==> src/rtl/ssd_scan_if.sv <==
// Handshake and display bus between the multiplier-side sequencer and the seven-segment scan controller.
interface ssd_scan_if #(
  parameter int W    = 8,
  parameter int NDIG = 3
);
  logic            start;
  logic [W-1:0]    value;
  logic            busy;
  logic            done;
  logic [3:0]      digit_out;
  logic [NDIG-1:0] an;

  modport master (output start, value, input busy, done, digit_out, an);
  modport slave  (input start, value, output busy, done, digit_out, an);
endinterface

==> src/rtl/ssd_scan_ctrl.sv <==
// Double-dabble binary-to-BCD converter feeding a time-multiplexed seven-segment scan
// with active-low one-hot digit enables and optional leading-zero blanking.
module ssd_scan_nib (
  input  logic [3:0] d,
  output logic [3:0] q
);
  assign q = (d >= 4'd5) ? d + 4'd3 : d;
endmodule

module ssd_scan_ctrl #(
  parameter int W             = 8,
  parameter int NDIG          = 3,
  parameter int REFRESH_DIV   = 50000,
  parameter int BLANK_LEADING = 1
) (
  input  logic       clk,
  input  logic       rst,
  ssd_scan_if.slave  bus
);
  localparam int BW = (W > 1) ? $clog2(W) : 1;
  localparam int CW = (REFRESH_DIV > 1) ? $clog2(REFRESH_DIV) : 1;
  localparam int IW = (NDIG > 1) ? $clog2(NDIG) : 1;
  localparam int SW = 4*NDIG + W;

  typedef enum logic [1:0] {S_IDLE, S_CONV, S_DONE} state_t;

  state_t                state;
  logic                  busy_q, done_q;
  logic [W-1:0]          sh;
  logic [NDIG-1:0][3:0]  bcd, adj, disp, disp_nxt;
  logic [BW-1:0]         bitcnt;
  logic [SW-1:0]         cat_sh;
  logic                  last;

  logic [CW-1:0]         rcnt, rcnt_nxt;
  logic [IW-1:0]         idx, idx_nxt;
  logic                  wrap;
  logic [NDIG-1:0]       blank;
  logic                  zero_above;
  logic [NDIG-1:0]       an_q;
  logic [3:0]            dig_q;

  for (genvar g = 0; g < NDIG; g++) begin : g_nib
    ssd_scan_nib u_nib (.d(bcd[g]), .q(adj[g]));
  end

  assign cat_sh = {adj, sh} << 1;
  assign last   = (bitcnt == BW'(W-1));

  // Final BCD bypasses the display regs so the scan shows new digits in the done cycle.
  assign disp_nxt = (state == S_CONV && last) ? cat_sh[SW-1:W] : disp;

  always_ff @(posedge clk) begin
    if (rst) begin
      state  <= S_IDLE;
      busy_q <= 1'b0;
      done_q <= 1'b0;
      sh     <= '0;
      bcd    <= '0;
      bitcnt <= '0;
      disp   <= '0;
    end else begin
      done_q <= 1'b0;
      case (state)
        S_IDLE, S_DONE: begin
          if (bus.start) begin
            sh     <= bus.value;
            bcd    <= '0;
            bitcnt <= '0;
            busy_q <= 1'b1;
            state  <= S_CONV;
          end else begin
            state  <= S_IDLE;
          end
        end
        S_CONV: begin
          {bcd, sh} <= cat_sh;
          bitcnt    <= bitcnt + 1'b1;
          if (last) begin
            disp   <= cat_sh[SW-1:W];
            busy_q <= 1'b0;
            done_q <= 1'b1;
            state  <= S_DONE;
          end
        end
        default: state <= S_IDLE;
      endcase
    end
  end

  assign wrap     = (rcnt == CW'(REFRESH_DIV-1));
  assign rcnt_nxt = wrap ? '0 : rcnt + 1'b1;
  assign idx_nxt  = !wrap ? idx : (idx == IW'(NDIG-1)) ? '0 : idx + 1'b1;

  // A digit above the ones place blanks when it and everything above it is zero.
  always_comb begin
    blank      = '0;
    zero_above = 1'b1;
    for (int i = NDIG-1; i > 0; i--) begin
      zero_above = zero_above && (disp_nxt[i] == 4'd0);
      blank[i]   = (BLANK_LEADING != 0) && zero_above;
    end
  end

  always_ff @(posedge clk) begin
    if (rst) begin
      rcnt  <= '0;
      idx   <= '0;
      an_q  <= ~NDIG'(1);
      dig_q <= 4'd0;
    end else begin
      rcnt  <= rcnt_nxt;
      idx   <= idx_nxt;
      an_q  <= ~(NDIG'(1) << idx_nxt);
      dig_q <= blank[idx_nxt] ? 4'hF : disp_nxt[idx_nxt];
    end
  end

  assign bus.busy      = busy_q;
  assign bus.done      = done_q;
  assign bus.an        = an_q;
  assign bus.digit_out = dig_q;
endmodule

==> src/flat_wrapper.sv <==
// flat-port wrapper written by rule: the top's interface ports become plain ports
module ssd_scan_ctrl_flat 
#(
  parameter int W             = 8,
  parameter int NDIG          = 3,
  parameter int REFRESH_DIV   = 50000,
  parameter int BLANK_LEADING = 1
)
  (clk, rst, bus_start, bus_value, bus_busy, bus_done, bus_digit_out, bus_an);
  ssd_scan_if #(.W(W), .NDIG(NDIG)) bus_i ();
  input  logic clk;
  input  logic rst;
  input wire logic [$bits(bus_i.start)-1:0] bus_start;
  input wire logic [$bits(bus_i.value)-1:0] bus_value;
  output wire logic [$bits(bus_i.busy)-1:0] bus_busy;
  output wire logic [$bits(bus_i.done)-1:0] bus_done;
  output wire logic [$bits(bus_i.digit_out)-1:0] bus_digit_out;
  output wire logic [$bits(bus_i.an)-1:0] bus_an;
  assign bus_i.start = bus_start;
  assign bus_i.value = bus_value;
  assign bus_busy = bus_i.busy;
  assign bus_done = bus_i.done;
  assign bus_digit_out = bus_i.digit_out;
  assign bus_an = bus_i.an;
  ssd_scan_ctrl #(.W(W), .NDIG(NDIG), .REFRESH_DIV(REFRESH_DIV), .BLANK_LEADING(BLANK_LEADING)) u_core (.clk(clk), .rst(rst), .bus(bus_i));
endmodule
==> config.mk <==
export PLATFORM = sky130hd
export DESIGN_NAME = ssd_scan_ctrl_flat
export DESIGN_NICKNAME = d
export VERILOG_FILES = /design/src/rtl/ssd_scan_if.sv /design/src/rtl/ssd_scan_ctrl.sv /design/src/flat_wrapper.sv
export SDC_FILE = /design/constraint.sdc
export NUM_CORES = 1
export LEC_CHECK = 0
export CORE_ASPECT_RATIO = 0.6
export CORE_MARGIN = 2
export CORE_UTILIZATION = 30
export CTS_CLUSTER_DIAMETER = 100
export DETAILED_ROUTE_END_ITERATION = 16
export PLACE_DENSITY = 0.51
export SYNTH_ARGS = -nofsm -noshare
export SYNTH_HDL_FRONTEND = slang
export SYNTH_SLANG_ARGS = --single-unit
export TNS_END_PERCENT = 50
==> constraint.sdc <==
create_clock -name clk -period 2.9 [get_ports clk]
set_clock_uncertainty 0.15 [all_clocks]
set_input_delay 0.435 -clock clk [delete_from_list [all_inputs] [get_ports clk]]
set_output_delay 0.435 -clock clk [all_outputs]
set_load 0.1 [all_outputs]
# Word level (Yosys, flattened, before mapping)
# Cells that the tools add are included.
# Widths: inputs -> output; s select.
dict set report totals {
  word_cells 71
  mem_bits_rw 0
  register_bits 64
  n_memories 0
  romBits 0
  input_bits 11
  latchBits 0
  output_inout_bits 9
}
dict set report classes {
  addsub 6
  n_mul 0
  n_eq_ne 7
  shift 1
  n_reduce_logical 12
  bitwise 2
  div_mod_pow 0
  mux 24
  n_lt_le_gt_ge 4
}
# operator count
set op_table {}
lappend op_table {{$mux 12} 2}
lappend op_table {{$pmux 12 s2} 1}
lappend op_table {{$add 16x1->16 const B} 1}
lappend op_table {{$eq 16x16->1 const B} 1}
lappend op_table {{$mux 4} 4}
lappend op_table {{$pmux 8 s2} 1}
lappend op_table {{$ge 4x3->1 const B} 3}
lappend op_table {{$add 4x2->4 const B} 2}
lappend op_table {{$bmux 4 s2} 1}
lappend op_table {{$logic_not 4->1} 2}
lappend op_table {{$mux 8} 1}
lappend op_table {{$mux 2} 3}
lappend op_table {{$mux 3} 2}
lappend op_table {{$pmux 3 s2} 1}
lappend op_table {{$reduce_or 2->1} 3}
lappend op_table {{$mux 1} 5}
lappend op_table {{$eq 2x2->1 const B} 2}
lappend op_table {{$pmux 2 s2} 1}
lappend op_table {{$reduce_and 2->1} 2}
lappend op_table {{$add 3x1->3 const B} 1}
lappend op_table {{$add 3x2->3 const B} 1}
lappend op_table {{$eq 3x3->1 const B} 1}
lappend op_table {{$lt 2x3->1 const B} 1}
lappend op_table {{$not 3->3} 1}
lappend op_table {{12 further kinds} 13}

# Depth between registers and ports, before layout
# Gate-level depths: netlist of run 1.
dict set report logic_depth {
  word_depth 8
  mapped_depth 9
  ltp_nobuf 9
}

# Hierarchy
# A second synthesis of run 1 with hierarchy kept.
dict set report hier_totals {
  hier_cells 333
  hier_area_um2 2944.1
}
# module cells_each seq_area_each_um2 area_each_um2 instances
set modules_own_cells {}
lappend modules_own_cells {ssd_scan_ctrl 285 1281.2 2640.0 1}
lappend modules_own_cells {ssd_scan_nib 16 0.0 101.3 3}

# Worst setup path after synthesis of run 1
# No wires, ideal clock.
dict set report synth_timing {
  kind {register to register}
  from {register u_core.rcnt[7]}
  to {register u_core.dig_q[0] (netlist: u_core.bus.digit_out[0])}
  arrival_time_ps 2170
  n_path_buf 1
  setup_time_ps 133
  path_slack_ps 447
  stages_incl_launch_ff 8
  t_required_ps 2617
  period_less_slack_ps 2453
  path_cell_list {dfxtp_1 -> or3_4 -> or4_4 -> buf_6 -> mux2_4 -> a221o_1 -> o21ai_1 -> a31oi_1}
}
dict set report synth_via {
  elab_chain_len 5
  elab_cells_between_ends 7
  cone_classes {eq/ne (1); mux (6)}
}
# element line_no
set synth_lines {}
lappend synth_lines {{start, declared} ssd_scan_ctrl.sv:35} ;# logic [CW-1:0] rcnt, rcnt_nxt;
lappend synth_lines {{start signal, assigned} ssd_scan_ctrl.sv:112} ;# rcnt <= rcnt_nxt;
lappend synth_lines {{$eq 16x16->1 (*)} ssd_scan_ctrl.sv:91} ;# assign wrap = (rcnt == CW'(REFRESH_DIV-1));
lappend synth_lines {{$mux 2 (*)} ssd_scan_ctrl.sv:93} ;# assign idx_nxt = !wrap ? idx : (idx == IW'(NDIG-1)) ? '0 : idx + 1'b1;
lappend synth_lines {{$bmux 4 s2 or $bmux 1 s2 (tied branches)} ssd_scan_ctrl.sv:115} ;# dig_q <= blank[idx_nxt] ? 4'hF : disp_nxt[idx_nxt];
lappend synth_lines {{$mux 4 (not written as such) or $mux 1 (tied branches)} ssd_scan_ctrl.sv:115}
lappend synth_lines {{$mux 4 (*)} ssd_scan_ctrl.sv:115}
lappend synth_lines {{end signal, assigned} ssd_scan_ctrl.sv:115}
lappend synth_lines {{end, declared} ssd_scan_ctrl.sv:41} ;# logic [3:0] dig_q;
# Mark *: on every way between the ends. The rest lies on a longest branch, timed or not. The select of a mux whose other input is x is not followed.
# A chain may end at the register's enable or synchronous reset.

# Worst setup path after layout of run 1
dict set report layout_timing {
  from {register u_core.rcnt[4]}
  to {register u_core.dig_q[2] (netlist: u_core.bus.digit_out[2])}
}
# The elaborated chain is that of the path after synthesis.

==> results.toml, run 1 <==
[yosys]
synth.avg_cell_area_um2 = 8.52
ys.flop_type = "dfxtp_1"
synth_edf_count = 0
synth.net_count = 363
synth-async-reset-ratio = 0
ys_ff_latch = 64
synthCells = 343
syn_area_um2 = 2920
yosysSeqAreaShare = 0.438
yosys_warnings = 0
synthDistinctLibCells = 46

[sta]
fmax_ghz = 0.388
rsz0062_at_grt = "no"
maxSlewViolCount = 0
fin_crit_sh = 0.890
slew_headroom = 0.237
finalSetupViolCount = 0
setup_tns_ns = 0
final_hold_viol_count = 0
tightest_slew_ns = 1.14
post-route-min-period_ns = 2.58

[die]
row_count = 27
die_area_um2 = 10600
die_x_um = 131
start_util = 0.314
coreArea_um2 = 9320
die_h_um = 80.5
pin_count = 20

[final_layout]
final_cells = 499
syn_to_final_growth_pct = 19.7
layout-drive-gt1-share = 0.108
layout_commonest_cell = "dfxtp_1"
final_cell_mix = "64 x dfxtp_1, 59 x nor2_1, 28 x nand2_1"
final_nets = 384
regArea_um2 = 1280
final_cell_area_um2 = 3500
num_antenna_cells = 0
nFillCells = 975
multiInputGateArea_um2 = 1540

[place]
io_buffers = 19
dpl-instance-area_um2 = 3230
dp_hpwl_mm = 4.77
place.gp.congestion = 0.796
dp.cells = 483

[pwr]
pwr-share-comb = 0.056
clockPowerShare = 0.487
intPower_mw = 1.54
swShare = 0.229
p_switching_mw = 0.456
leakagePower_nw = 1.34
vdd_drop_max_v = 0.000271
p_per_area_nw_per_um2 = 569
pwr-share-seq = 0.458

[route]
drc = 0
drt_wl_total_mm = 6.75
via_per_inst = 4.78
drt-wirelength-per-cell_um = 13.5
antenna_left = 0
vias = 2384
drt_pass1_iterations = 4
drt_iter0_markers = 247

[job]
max_cap_violations = 0

[critical_path]
timing_worst_setup_path_type = "flip-flop to flip-flop"
critPathTopFamily = "simple AND/OR/NAND/NOR gates"
crit_start = "u_core.rcnt[4]"
cp_cell_sequence = "nor4_1, nand3_1, or4_4, nand2_1, o21ai_1, o2111ai_1, nand4_1"
r2r_start = "u_core.rcnt[4]"
crit_required_ns = 2.93
arrival_ns = 2.61
crit_slowest_cell = "or4_4"
endpoint_kind = "flip-flop"
crit_buf_inv = 0
critPathMaxStageDelay_ns = 0.62
critPathMaxFanout = 10
worstSetupStartpointType = "flip-flop"

[cts]
post_cts_resized = 0
clock_latency_ns = 0.33
cts-buffers-inserted = 9
cts_root_buf = "clkbuf_16"
h-tree-depth = 3
cts_tree = "done"
clk_pin_slew_ns = 0.05
holdBufCountCts = 0
cts_num_sinks = 64
cts_setup_buffers = 0
cts_buffer_depth = 2

[worst_hold_path]
hold_path_class = "flip-flop to flip-flop"
hold_start = "u_core.rcnt[0]"

[global_routing]
grt_usage = 0.136
grt.overflow.total = 0
antenna_found_initial = 0
grt_pass1_vias = 2137
grt_pass1_wl_mm = 11.1
grt_max_degree = 23

[outcome]
status = "finished clean"
registers in the layout (all words and copies together) (netlist names):
signal / cells
u_core.rcnt: 16
u_core.bus.busy: 1
u_core.bitcnt: 3
u_core.idx: 2
u_core.bcd: 12
u_core.state: 2
u_core.bus.digit_out: 4
u_core.bus.an: 3
u_core.disp: 12
u_core.bus.done: 1
u_core.sh: 8
synth_stat cells (6+ instances only):
| master | instances | area [µm²] |
|---|---|---|
| a22oi_1 | 10 | 75.1 |
| dfxtp_1 | 64 | 1280 |
| xnor2_1 | 9 | 78.8 |
| inv_1 | 9 | 33.8 |
| a21oi_1 | 23 | 115 |
| nor3_1 | 6 | 30.0 |
| o21ai_0 | 14 | 70.1 |
| mux2i_1 | 11 | 110 |
| clkbuf_1 | 12 | 45.0 |
| ha_1 | 9 | 113 |
| nand3_1 | 14 | 70.1 |
| nor2_1 | 59 | 221 |
| nand2_1 | 28 | 105 |
| xor2_1 | 10 | 87.6 |
| a211oi_1 | 9 | 67.6 |
area by class of cell:
| class | count | share of cell area |
|---|---|---|
| multi-input cells | 254 | 0.439 |
| repair buffers | 26 | 0.0629 |
| clock buffers | 12 | 0.0704 |
| inverters | 9 | 0.00965 |
| flip-flops and latches | 64 | 0.366 |
| clock inverters | 4 | 0.00572 |
| well taps | 130 | 0.0465 |
metrics by stage:
| step | power, mW | utilization | hold slack (ns) | setup WS [ns] |
|---|---|---|---|---|
| global placement | 1.04 | 0.347 | 0.301 | 0.352 |
| detailed placement | 1.04 | 0.347 | 0.304 | 0.305 |
| floorplan | 1.00 | - | 0.280 | 0.447 |
| finish | 1.99 | 0.375 | 0.320 | 0.320 |
| global route | 2.07 | 0.375 | 0.345 | 0.0308 |
| CTS | 2.01 | 0.375 | 0.318 | 0.279 |
power groups by stage:
stage / Clock, mW / Sequential (mW) / Combinational, mW
finish: 0.970 / 0.913 / 0.111
global route: 1.03 / 0.914 / 0.124
CTS: 0.991 / 0.912 / 0.112
detailed placement: 0 / 0.930 / 0.111
global placement: 0 / 0.931 / 0.111
floorplan: 0 / 0.936 / 0.0661
worst paths after layout:
path	to	slack (ns)	cells after the start
worst max-delay path	u_core.bus.digit_out[2]	0.32	7
worst min-delay path	u_core.rcnt[0]	0.32	1
worst max register to register	u_core.bus.digit_out[2]	0.32	7
worst min register to register	u_core.rcnt[0]	0.32	1
logic make-up after synthesis:
kind of cell / count (synthesis) / synth area share
simple gates: 143 / 0.234
compound gates: 70 / 0.149
flops: 64 / 0.438
buf+inv: 25 / 0.0364
xor+xnor: 19 / 0.0569
mux: 13 / 0.0466
fa+ha+maj: 9 / 0.0385
metal layers:
metal / global-route usage / part of all wire / up-vias
met3: 0.0404 / 0.043 / 9
met4: 0.0565 / 0.012 / 0
met1: 0.207 / 0.59 / 1082
li1: - / - / 1242
met5: 0 / 0 / -
met2: 0.172 / 0.36 / 51
No activity file was read; power rests on OpenSTA's default activity.
==> inputs of run 2 (changes only) <==
CORE_UTILIZATION = 43   (was 30)
PLACE_DENSITY = 0.66   (was 0.51)
SETUP_SLACK_MARGIN = 0.1   (was unset)
clock period = 2.94 ns   (was 2.9 ns; I/O delays follow)
==> results.toml, run 2 (synthesized netlist as in run 1, its figures left out) <==
[global_routing]
grt_usage = 0.176
antenna_found_initial = 0
grt_max_degree = 31
grt_pass1_wl_mm = 10.1
grt.overflow.total = 0
grt_pass1_vias = 2078

[final_layout]
layout-drive-gt1-share = 0.101
regMostFlops = "u_core.rcnt"
nFillCells = 624
final_cell_mix = "64 x dfxtp_1, 59 x nor2_1, 28 x nand2_1"
largest_registers = "u_core.rcnt: 16 flops, u_core.bcd: 12 flops, u_core.disp: 12 flops"
syn_to_final_growth_pct = 17.9
layout_commonest_cell = "dfxtp_1"
num_antenna_cells = 0
largest_reg_flops = 16
final_nets = 384

[sta]
slew_headroom = 0.261
final_hold_viol_count = 0
post-route-min-period_ns = 2.55
tightest_slew_ns = 1.10
fin_crit_sh = 0.867
maxSlewViolCount = 0
finalSetupViolCount = 0
rsz0062_at_grt = "no"
fmax_ghz = 0.392
setup_tns_ns = 0

[die]
die_x_um = 110
start_util = 0.442
row_count = 23
coreArea_um2 = 6620
die_h_um = 67.9
pin_count = 20
die_area_um2 = 7500

[route]
vias = 2393
drc = 0
drt-wirelength-per-cell_um = 13.5
drt_wl_total_mm = 6.12
antenna_left = 0
via_per_inst = 5.27
drt_iter0_markers = 133
drt_pass1_iterations = 4

[cts]
cts_setup_buffers = 0
cts_root_buf = "clkbuf_16"
cts_tree = "done"
cts_buffer_depth = 2
holdBufCountCts = 0
h-tree-depth = 3
clk_pin_slew_ns = 0.05
cts-buffers-inserted = 9
clock_latency_ns = 0.33
post_cts_resized = 0
cts_num_sinks = 64

[job]
max_cap_violations = 0

[outcome]
status = "finished clean"

[critical_path]
crit_required_ns = 3.01
critPathMaxFanout = 10
reg2reg_slack_ns = 0.39
endpoint_kind = "flip-flop"
worstSetupStartpointType = "flip-flop"
arrival_ns = 2.61
timing_worst_setup_path_type = "flip-flop to flip-flop"

[place]
dp_hpwl_mm = 4.24
io_buffers = 19
place.gp.congestion = 0.834

[pwr]
leakagePower_nw = 1.33
p_per_area_nw_per_um2 = 562
p_total_mw = 1.94
vdd_drop_max_v = 0.000425

[worst_hold_path]
hold_path_class = "flip-flop to flip-flop"
[run 2: changes by cell type in the layout (fill, tap and decap cells not counted), sizes merged]
cell / previous run / this run
clkinv: 4 / 1
clkbuf: 12 / 13
[run 2: path summary, 6_finish.rpt]
| path | startpoint | end | cells after the start |
|---|---|---|---|
| min | u_core.disp[0] | u_core.disp[0] | 2 |
| min reg2reg | u_core.disp[0] | u_core.disp[0] | 2 |
| max reg2reg | u_core.rcnt[4] | u_core.bus.digit_out[0] | 7 |
| max | u_core.rcnt[4] | u_core.bus.digit_out[0] | 7 |
[run 2: final cells by class]
type | count | area (µm²) | share of cell area
Clock buffer | 13 | 250 | 0.0726
Clock inverter | 1 | 5.00 | 0.00145
Inverter | 9 | 33.8 | 0.00980
Multi-Input combinational cell | 254 | 1540 | 0.446
Sequential cell | 64 | 1280 | 0.372
Tap cell | 87 | 109 | 0.0316
Timing Repair Buffer | 26 | 233 | 0.0675
[run 2: through the flow]
stage | worst slack (ns) | instances | area, µm² | hold slack [ns] | util
floorplan | 0.487 | 343 | 2920 | 0.280 | -
detailed placement | 0.398 | 440 | 3190 | 0.309 | 0.482
global placement | 0.481 | 440 | 3190 | 0.296 | 0.482
CTS | 0.393 | 454 | 3450 | 0.315 | 0.521
global route | 0.140 | 454 | 3450 | 0.329 | 0.521
finish | 0.391 | 454 | 3450 | 0.315 | 0.521
[run 2: power breakdown]
group	total [mW]	leakage, nW	switching (mW)	internal, mW
Sequential	0.902	0.519	0.0138	0.888
Combinational	0.109	0.689	0.0655	0.0437
Clock	0.928	0.126	0.347	0.581
Total	1.94	1.33	0.426	1.51
[run 2: layer usage]
layer	track usage	wire, µm	vias to the layer above	part of all wire
li1	-	-	1240	-
met1	0.242	3340	1107	0.55
met2	0.242	2420	34	0.40
met3	0.0593	227	12	0.037
met4	0.102	136	0	0.022
met5	0	0	-	0
[run 2: critical path, cell delays in order (launching register included)]
cell	delay (ns)
dfxtp_1	0.34
nor4_1	0.32
nand3_1	0.16
or4_4	0.61
mux2_4	0.34
a221o_1	0.34
o21ai_1	0.08
a31oi_1	0.09
==> inputs of run 3 (changes only) <==
CORE_MARGIN = 1   (was 2)
clock period = 3 ns   (was 2.94 ns; I/O delays follow)
==> results.toml, run 3 (synthesized netlist as in run 1, its figures left out) <==
[final_layout]
final_cell_area_um2 = 3440
num_antenna_cells = 0
final_cells = 453
largest_reg_flops = 16
final_cell_mix = "64 x dfxtp_1, 59 x nor2_1, 28 x nand2_1"
final_nets = 385
utilization = 0.543
largest_registers = "u_core.rcnt: 16 flops, u_core.bcd: 12 flops, u_core.disp: 12 flops"
layout-drive-gt1-share = 0.108
syn_to_final_growth_pct = 17.6
layout_commonest_cell = "dfxtp_1"
regMostFlops = "u_core.rcnt"

[die]
start_util = 0.462
die_x_um = 108
die_area_um2 = 7140
die_h_um = 65.9
coreArea_um2 = 6330
row_count = 22
pin_count = 20

[cts]
h-tree-depth = 3
cts_root_buf = "clkbuf_16"
holdBufCountCts = 0
cts_tree = "done"
cts_setup_buffers = 0
post_cts_resized = 0
cts-buffers-inserted = 9
cts_num_sinks = 64
cts_buffer_depth = 2
clk_pin_slew_ns = 0.05
clock_latency_ns = 0.32

[global_routing]
grt_pass1_wl_mm = 10.3
grt_max_degree = 23
antenna_found_initial = 0
grt_pass1_vias = 2103
grt.overflow.total = 0
grt_usage = 0.189

[sta]
tightest_slew_ns = 1.07
finalSetupViolCount = 0
final_hold_viol_count = 0
post-route-min-period_ns = 2.51
setup_tns_ns = 0
maxSlewViolCount = 0
rsz0062_at_grt = "no"
fmax_ghz = 0.398
hold-worst-slack_ns = 0.315
slew_headroom = 0.282
worst_slack_ns = 0.488
fin_crit_sh = 0.837

[route]
drt_pass1_iterations = 4
drt_iter0_markers = 126
drt-wirelength-per-cell_um = 13.7
vias = 2390
drt_wl_total_mm = 6.19
drc = 0
antenna_left = 0
via_per_inst = 5.28

[critical_path]
arrival_ns = 2.57
critPathTopFamily = "simple AND/OR/NAND/NOR gates"
critPathMaxStageDelay_ns = 0.62
worstSetupStartpointType = "flip-flop"
cp.depth = 6
critPathMaxFanout = 10
endpoint_kind = "flip-flop"
reg2regPathDepth = 6
crit_slowest_cell = "or4_4"
timing_worst_setup_path_type = "flip-flop to flip-flop"
crit_required_ns = 3.06
crit_buf_inv = 0
cp_cell_sequence = "or3_4, or4_4, mux2_4, a221o_1, o21ai_1, a31oi_1"

[place]
dp_slack_ns = 0.515
place.gp.congestion = 0.831
dp_hpwl_mm = 4.48
dp.cells = 438
io_buffers = 19
dpl-instance-area_um2 = 3180

[worst_hold_path]
hold_path_class = "flip-flop to flip-flop"
hold_depth = 1

[pwr]
p_per_area_nw_per_um2 = 548
vdd_drop_max_v = 0.000278
p_total_mw = 1.88
leakagePower_nw = 1.33

[job]
max_cap_violations = 0

[outcome]
status = "finished clean"
[run 3: changes by cell type in the layout (fill, tap and decap cells not counted)]
cell and delta:
buf_12 -1, buf_4 +2, clkbuf_1 -1, clkbuf_8 -1
clkinv_2 +2, clkinvlp_4 +1
[run 3: path summary, 6_finish.rpt]
path | from | end | slack, ns
max | u_core.rcnt[7] | u_core.bus.digit_out[0] | 0.49
max reg2reg | u_core.rcnt[7] | u_core.bus.digit_out[0] | 0.49
min | u_core.rcnt[0] | u_core.rcnt[0] | 0.31
min reg2reg | u_core.rcnt[0] | u_core.rcnt[0] | 0.31
[run 3: power breakdown]
| part | internal (mW) | switching [mW] | total [mW] |
|---|---|---|---|
| Combinational | 0.0421 | 0.0651 | 0.107 |
| Clock | 0.549 | 0.344 | 0.893 |
| Sequential | 0.870 | 0.0138 | 0.883 |
[run 3: metal layers]
metal | wire length, µm | up-vias | global-route usage
met3 | 254 | 4 | 0.0542
met4 | 36 | 0 | 0.0693
met1 | 3610 | 1095 | 0.287
met5 | 0 | - | 0
met2 | 2290 | 41 | 0.242
li1 | - | 1250 | -
[run 3: area by class of cell]
type | count | area [µm²]
flip-flops and latches | 64 | 1280
fillers | 593 | 2890
inverters | 9 | 33.8
repair buffers | 27 | 228
clock buffers | 11 | 233
well taps | 84 | 105
multi-input cells | 254 | 1540
clock inverters | 4 | 22.5
